File: src/rtl/riscv_ctrl_pkg.sv
// Shared encodings for the multicycle RV32I controller: states, opcodes, datapath selects.
// Pure definitions plus a branch-resolution helper; no storage, no flow control.
package riscv_ctrl_pkg;

  typedef enum logic [3:0] {
    S_FETCH, S_DECODE, S_MEMADR, S_MEMREAD, S_MEMWB, S_MEMWRITE, S_EXECR,
    S_EXECI, S_ALUWB, S_BRANCH, S_JAL, S_JALR, S_JALRWB, S_LUI
  } state_t;

  typedef enum logic [1:0] {ALUOP_ADD, ALUOP_SUB, ALUOP_FUNCT} aluop_t;

  localparam logic [6:0] OP_LW   = 7'b0000011;
  localparam logic [6:0] OP_SW   = 7'b0100011;
  localparam logic [6:0] OP_R    = 7'b0110011;
  localparam logic [6:0] OP_I    = 7'b0010011;
  localparam logic [6:0] OP_BR   = 7'b1100011;
  localparam logic [6:0] OP_JAL  = 7'b1101111;
  localparam logic [6:0] OP_JALR = 7'b1100111;
  localparam logic [6:0] OP_LUI  = 7'b0110111;

  localparam logic [2:0] ALU_ADD = 3'b000;
  localparam logic [2:0] ALU_SUB = 3'b001;
  localparam logic [2:0] ALU_AND = 3'b010;
  localparam logic [2:0] ALU_OR  = 3'b011;
  localparam logic [2:0] ALU_SLT = 3'b101;

  localparam logic [2:0] IMM_I = 3'b000;
  localparam logic [2:0] IMM_S = 3'b001;
  localparam logic [2:0] IMM_B = 3'b010;
  localparam logic [2:0] IMM_J = 3'b011;
  localparam logic [2:0] IMM_U = 3'b100;

  localparam logic [1:0] RES_ALUOUT    = 2'b00;
  localparam logic [1:0] RES_DATA      = 2'b01;
  localparam logic [1:0] RES_ALURESULT = 2'b10;
  localparam logic [1:0] RES_IMM       = 2'b11;

  localparam logic [1:0] SRCA_PC    = 2'b00;
  localparam logic [1:0] SRCA_OLDPC = 2'b01;
  localparam logic [1:0] SRCA_REG   = 2'b10;

  localparam logic [1:0] SRCB_REG  = 2'b00;
  localparam logic [1:0] SRCB_IMM  = 2'b01;
  localparam logic [1:0] SRCB_FOUR = 2'b10;

  localparam logic [2:0] F3_BEQ = 3'b000;
  localparam logic [2:0] F3_BNE = 3'b001;
  localparam logic [2:0] F3_BLT = 3'b100;
  localparam logic [2:0] F3_BGE = 3'b101;

  // neg is the raw sign of A-B, so blt/bge are wrong on signed overflow by design.
  function automatic logic branch_taken(input logic [2:0] f3, input logic z, input logic n);
    case (f3)
      F3_BEQ:  return z;
      F3_BNE:  return !z;
      F3_BLT:  return n;
      F3_BGE:  return !n;
      default: return 1'b0;
    endcase
  endfunction

endpackage

File: src/rtl/alu_decoder.sv
// Maps the FSM's ALU op class plus funct3/funct7[5]/op[5] to ALUControl.
// Purely combinational, no flow control.
module alu_decoder
  import riscv_ctrl_pkg::*;
(
  input  aluop_t     aluop,
  input  logic [2:0] funct3,
  input  logic       funct7b5,
  input  logic       opb5,
  output logic [2:0] alucontrol
);

  always_comb begin
    alucontrol = ALU_ADD;
    case (aluop)
      ALUOP_SUB: alucontrol = ALU_SUB;
      ALUOP_FUNCT: begin
        case (funct3)
          // only R-type (op[5]=1) may turn funct3=000 into sub; addi never does
          3'b000:  alucontrol = (opb5 && funct7b5) ? ALU_SUB : ALU_ADD;
          3'b010:  alucontrol = ALU_SLT;
          3'b110:  alucontrol = ALU_OR;
          3'b111:  alucontrol = ALU_AND;
          default: alucontrol = ALU_ADD;
        endcase
      end
      default: alucontrol = ALU_ADD;
    endcase
  end

endmodule

File: src/rtl/multicycle_controller.sv
// Moore FSM sequencing the shared-ALU multicycle RV32I datapath, 3-5 cycles per instruction.
// Outputs combinational from state (BRANCH PCWrite also from flags); never stalls.
module multicycle_controller
  import riscv_ctrl_pkg::*;
(
  input  logic       clk,
  input  logic       rst,
  input  logic [6:0] op,
  input  logic [2:0] funct3,
  input  logic [6:0] funct7,
  input  logic       zero,
  input  logic       neg,
  output logic       PCWrite,
  output logic       AdrSrc,
  output logic       MemWrite,
  output logic       IRWrite,
  output logic [1:0] ResultSrc,
  output logic [1:0] ALUSrcA,
  output logic [1:0] ALUSrcB,
  output logic [2:0] ImmSrc,
  output logic [2:0] ALUControl,
  output logic       RegWrite
);

  state_t state, state_next;
  aluop_t aluop;
  logic   pcw, mw, irw, rw;
  logic   unused_funct7;

  assign unused_funct7 = ^{funct7[6], funct7[4:0]};

  always_ff @(posedge clk or posedge rst) begin
    if (rst) state <= S_FETCH;
    else     state <= state_next;
  end

  always_comb begin
    state_next = S_FETCH;
    pcw        = 1'b0;
    mw         = 1'b0;
    irw        = 1'b0;
    rw         = 1'b0;
    AdrSrc     = 1'b0;
    ResultSrc  = RES_ALUOUT;
    ALUSrcA    = SRCA_PC;
    ALUSrcB    = SRCB_REG;
    aluop      = ALUOP_ADD;
    case (state)
      S_FETCH: begin
        irw = 1'b1; pcw = 1'b1;
        ALUSrcB = SRCB_FOUR; ResultSrc = RES_ALURESULT;
        state_next = S_DECODE;
      end
      S_DECODE: begin
        ALUSrcA = SRCA_OLDPC; ALUSrcB = SRCB_IMM;
        case (op)
          OP_LW, OP_SW: state_next = S_MEMADR;
          OP_R:         state_next = S_EXECR;
          OP_I:         state_next = S_EXECI;
          OP_BR:        state_next = S_BRANCH;
          OP_JAL:       state_next = S_JAL;
          OP_JALR:      state_next = S_JALR;
          OP_LUI:       state_next = S_LUI;
          default:      state_next = S_FETCH;
        endcase
      end
      S_MEMADR: begin
        ALUSrcA = SRCA_REG; ALUSrcB = SRCB_IMM;
        state_next = (op == OP_SW) ? S_MEMWRITE : S_MEMREAD;
      end
      S_MEMREAD:  begin AdrSrc = 1'b1; state_next = S_MEMWB; end
      S_MEMWB:    begin ResultSrc = RES_DATA; rw = 1'b1; end
      S_MEMWRITE: begin AdrSrc = 1'b1; mw = 1'b1; end
      S_EXECR: begin
        ALUSrcA = SRCA_REG; ALUSrcB = SRCB_REG; aluop = ALUOP_FUNCT;
        state_next = S_ALUWB;
      end
      S_EXECI: begin
        ALUSrcA = SRCA_REG; ALUSrcB = SRCB_IMM; aluop = ALUOP_FUNCT;
        state_next = S_ALUWB;
      end
      S_ALUWB: rw = 1'b1;
      S_BRANCH: begin
        ALUSrcA = SRCA_REG; ALUSrcB = SRCB_REG; aluop = ALUOP_SUB;
        pcw = branch_taken(funct3, zero, neg);
      end
      S_JAL: begin
        ALUSrcA = SRCA_OLDPC; ALUSrcB = SRCB_FOUR; pcw = 1'b1;
        state_next = S_ALUWB;
      end
      S_JALR: begin
        ALUSrcA = SRCA_REG; ALUSrcB = SRCB_IMM; ResultSrc = RES_ALURESULT; pcw = 1'b1;
        state_next = S_JALRWB;
      end
      S_JALRWB: begin
        ALUSrcA = SRCA_OLDPC; ALUSrcB = SRCB_FOUR; ResultSrc = RES_ALURESULT; rw = 1'b1;
      end
      S_LUI:   begin ResultSrc = RES_IMM; rw = 1'b1; end
      default: state_next = S_FETCH;
    endcase
  end

  always_comb begin
    case (op)
      OP_LW, OP_I, OP_JALR: ImmSrc = IMM_I;
      OP_SW:                ImmSrc = IMM_S;
      OP_BR:                ImmSrc = IMM_B;
      OP_JAL:               ImmSrc = IMM_J;
      OP_LUI:               ImmSrc = IMM_U;
      default:              ImmSrc = IMM_I;
    endcase
  end

  // Reset kills all write enables at once, so an abandoned instruction leaves no trace.
  assign PCWrite  = pcw & ~rst;
  assign MemWrite = mw  & ~rst;
  assign IRWrite  = irw & ~rst;
  assign RegWrite = rw  & ~rst;

  alu_decoder u_alu_decoder (
    .aluop      (aluop),
    .funct3     (funct3),
    .funct7b5   (funct7[5]),
    .opb5       (op[5]),
    .alucontrol (ALUControl)
  );

endmodule

File: config.mk
export PLATFORM = sky130hd
export DESIGN_NAME = multicycle_controller
export DESIGN_NICKNAME = d
export VERILOG_FILES = /design/src/rtl/riscv_ctrl_pkg.sv /design/src/rtl/alu_decoder.sv /design/src/rtl/multicycle_controller.sv
export SDC_FILE = /design/constraint.sdc
export NUM_CORES = 1
export LEC_CHECK = 0
export BUFFER_PORTS_ARGS = -buffer_cell sky130_fd_sc_hd__buf_2
export CORE_UTILIZATION = 43
export DETAILED_ROUTE_END_ITERATION = 8
export GPL_TIMING_DRIVEN = 0
export HOLD_SLACK_MARGIN = 0.06
export PLACE_DENSITY = 0.76
export SYNTH_ARGS = -nofsm -noshare
export SYNTH_HDL_FRONTEND = slang
export SYNTH_SLANG_ARGS = --single-unit
File: constraint.sdc
create_clock -name clk -period 2.7 [get_ports clk]
set_input_delay 0.675 -clock clk [delete_from_list [all_inputs] [get_ports clk]]
set_output_delay 0.675 -clock clk [all_outputs]
set_load 0.02 [all_outputs]
==> flow_metrics.env <==
export IMPL_postRouteAntennaNets=0
export IMPL_route_detailed_drc=0
export IMPL_final_cell_count_no_fill=140
export IMPL_fmax_mhz=387.8
export IMPL_tightest_slew_ns=0.4167
export IMPL_ys_types=45
export IMPL_drtIter0Drc=5
export IMPL_grt_max_degree=11
export IMPL_top_register="state"
export IMPL_synth_nets=115
export IMPL_cts_max_level=1
export IMPL_dp_hpwl_mm=1.272
export IMPL_cts_tree="yes"
export IMPL_cts_buffers=3
export IMPL_critPathKind="reg -> out"
export IMPL_hold_class="in -> async"
export IMPL_cts_buffer_depth=2
export IMPL_synth_top_area_share_pct=14.52
export IMPL_post_cts_setup_buffers=0
export IMPL_routedWlPerCell_um=11.72
export IMPL_nNetsFinal=149
export IMPL_largest_registers="state (4)"
export IMPL_slew_headroom_pct=72.22
export IMPL_p_per_area_nw_per_um2=553.5
export IMPL_path_max_fanout=8
export IMPL_die_width_um=42.04
export IMPL_critPathMaxStageDelay_ns=0.43
export IMPL_via_per_inst=5.471
export IMPL_drive_gt1_share_pct=34.68
export IMPL_syn2layout_area_growth_pct=30.67
export IMPL_r2r_cells=4
export IMPL_yosysTopAreaCell="dfrtp_1"
export IMPL_io_pins=38
export IMPL_antennaDiodeCount=0
export IMPL_die_y_um=42.04
export IMPL_synth_area_leaders="dfrtp_1, xor2_1, nand2_1, and3b_1, ha_1"
export IMPL_largest_register_ffs=4
export IMPL_postSynthAreaPerCell_um2=7.494
export IMPL_row_count=14
export IMPL_slowest_stage="dfrtp_2"
export IMPL_syn_inst=92
export IMPL_synth_edff_count=0
export IMPL_grt_pass1_vias=662
export IMPL_synth_seq_area_share_pct=14.52
export IMPL_holdWs_ns=0.3625
export IMPL_synth_seq_cells=4
export IMPL_syn_area_um2=689.4
export IMPL_rsz0062_at_grt="false"
export IMPL_r2r_slack_ns=1.00
export IMPL_crit_chain="nand2b_1 > or3b_1 > ha_4 > nor4_2 > buf_4"
export IMPL_cts_root_buffer="clkbuf_4"
export IMPL_ys_top_cells_by_count="nand2_1, inv_1, clkbuf_1, nor3_1"
export IMPL_status="completed"
export IMPL_cts_repair_resized=0
export IMPL_gr_total_overflow=0
export IMPL_synth_warnings=0
export IMPL_fin_total_pwr_mw=0.4986
export IMPL_cp_start_kind="register"
export IMPL_crit_path_end_kind="output port"
export IMPL_cts_sinks=4
export IMPL_grtUsageTotal_pct=19.78
export IMPL_peakVddDrop_mv=0.2234
export IMPL_hold_viol=0
export IMPL_drtPass1Iterations=3
export IMPL_fin_setup_tns_ns=0
export IMPL_clock_latency_ns=0.24
export IMPL_fin_crit_ns=2.578
export IMPL_drv_slew=0
export IMPL_start_util_pct=45.76
export IMPL_place_congestion=0.8037
export IMPL_cp_required_ns=2.03
export IMPL_finalCritPeriodShare_pct=95.49
export IMPL_core_area_um2=1506
export IMPL_path_clk_slew_ns=0.04
export IMPL_antenna_found_initial=0
export IMPL_cts_hold_repair_buffers=0
export IMPL_max_cap_violations=0
export IMPL_io_buffers=29
export IMPL_synth_most_common_cell="nand2_1"
export IMPL_p_leak_nw=0.4400
export IMPL_dp_cells=137
export IMPL_die_area_um2=1767
export IMPL_finalSetupViolCount=0
export IMPL_vias=766
export IMPL_grt_pass1_wl_mm=2.725
export IMPL_worstPathArrival_ns=1.90
export IMPL_finalWirelength_mm=1.641
export IMPL_async_flop_share_pct=100.0
export IMPL_synth_main_ff_cell="dfrtp_1"
export IMPL_finClkSkew_ns=0.0006521
==> path summary, 6_finish.rpt <==
| check | start | to |
|---|---|---|
| max | state[1] | ALUControl[2] |
| min | rst | state[2] |
| max reg2reg | state[3] | state[2] |
| min reg2reg | state[3] | state[0] |
| max in group asynchronous | rst | state[1] |
| min in group clk | state[3] | state[0] |
==> final cells by class <==
class,count,area (um^2)
fillers,145,605.6
multi-input cells,74,546.8
clock buffers,3,22.52
inverters,6,22.52
repair buffers,29,147.6
well taps,16,20.02
plain buffers,8,40.04
flip-flops and latches,4,101.3
==> stage by stage <==
step / worst slack (ns) / utilization [%] / instance area [um^2]
2_1_floorplan: 0.06737 / - / 689.4
3_3_place_gp: 0.2959 / 56.73 / 854.6
3_5_place_dp: 0.2754 / 56.73 / 854.6
4_1_cts: 0.01816 / 58.22 / 877.1
5_1_grt: 0.01376 / 59.80 / 900.9
6_report: 0.1216 / 59.80 / 900.9
==> routing by layer <==
metal / track usage (%) / vias up / part of all wire (%)
met5: 0 / - / 0
met4: 9.375 / 0 / 1.4
met3: 2.586 / 4 / 4.6
met2: 32.50 / 25 / 47
met1: 25.68 / 335 / 47
li1: - / 402 / -
==> logic make-up (layout without fill, tap and decap cells) <==
| kind of cell | Yosys count | after routing | share of synthesized area, % |
|---|---|---|---|
| buffers and inverters | 14 | 46 | 8.892 |
| muxes | 2 | 2 | 3.085 |
| DFF | 4 | 4 | 14.52 |
| and+or+nand+nor | 44 | 44 | 40.84 |
| AOI/OAI and AO/OA | 20 | 20 | 21.42 |
| adders and majority gates | 2 | 2 | 3.629 |
| xor gates and xnor gates | 6 | 6 | 7.622 |
==> worst max-delay path, delay by kind of cell (launching register included) <==
family	cells	cell delay, ns
adder cells (fa/ha/maj)	1	0.27
buffers and inverters	1	0.17
flip-flops	1	0.43
AND/OR/NAND/NOR	3	0.78
==> where the power goes <==
group | internal (mW) | leakage [nW] | switching (mW) | total [mW]
clock | 0.0497 | 0.0138 | 0.0250 | 0.0747
sequential | 0.0720 | 0.0517 | 0.00971 | 0.0817
combinational | 0.142 | 0.375 | 0.201 | 0.342
total | 0.263 | 0.440 | 0.235 | 0.499
==> placed cells by master, fill, tap and decap left out, types with 2 or more instances in the layout <==
cell / Yosys / routed
a211oi_1: 2 / 2
a21oi_1: 4 / 4
and3b_1: 3 / 3
buf_2: 1 / 29
clkbuf_1: 5 / 5
clkbuf_4: 0 / 3
dfrtp_1: 4 / 3
inv_1: 6 / 6
nand2_1: 8 / 8
nand2b_1: 3 / 3
nand4b_1: 2 / 2
nor2b_1: 4 / 4
nor3_1: 5 / 5
nor3b_1: 3 / 3
o21ai_0: 2 / 2
o31ai_1: 2 / 2
or3_1: 4 / 4
xnor2_1: 2 / 2
xor2_1: 4 / 4
(Power assumes the default switching activity.)
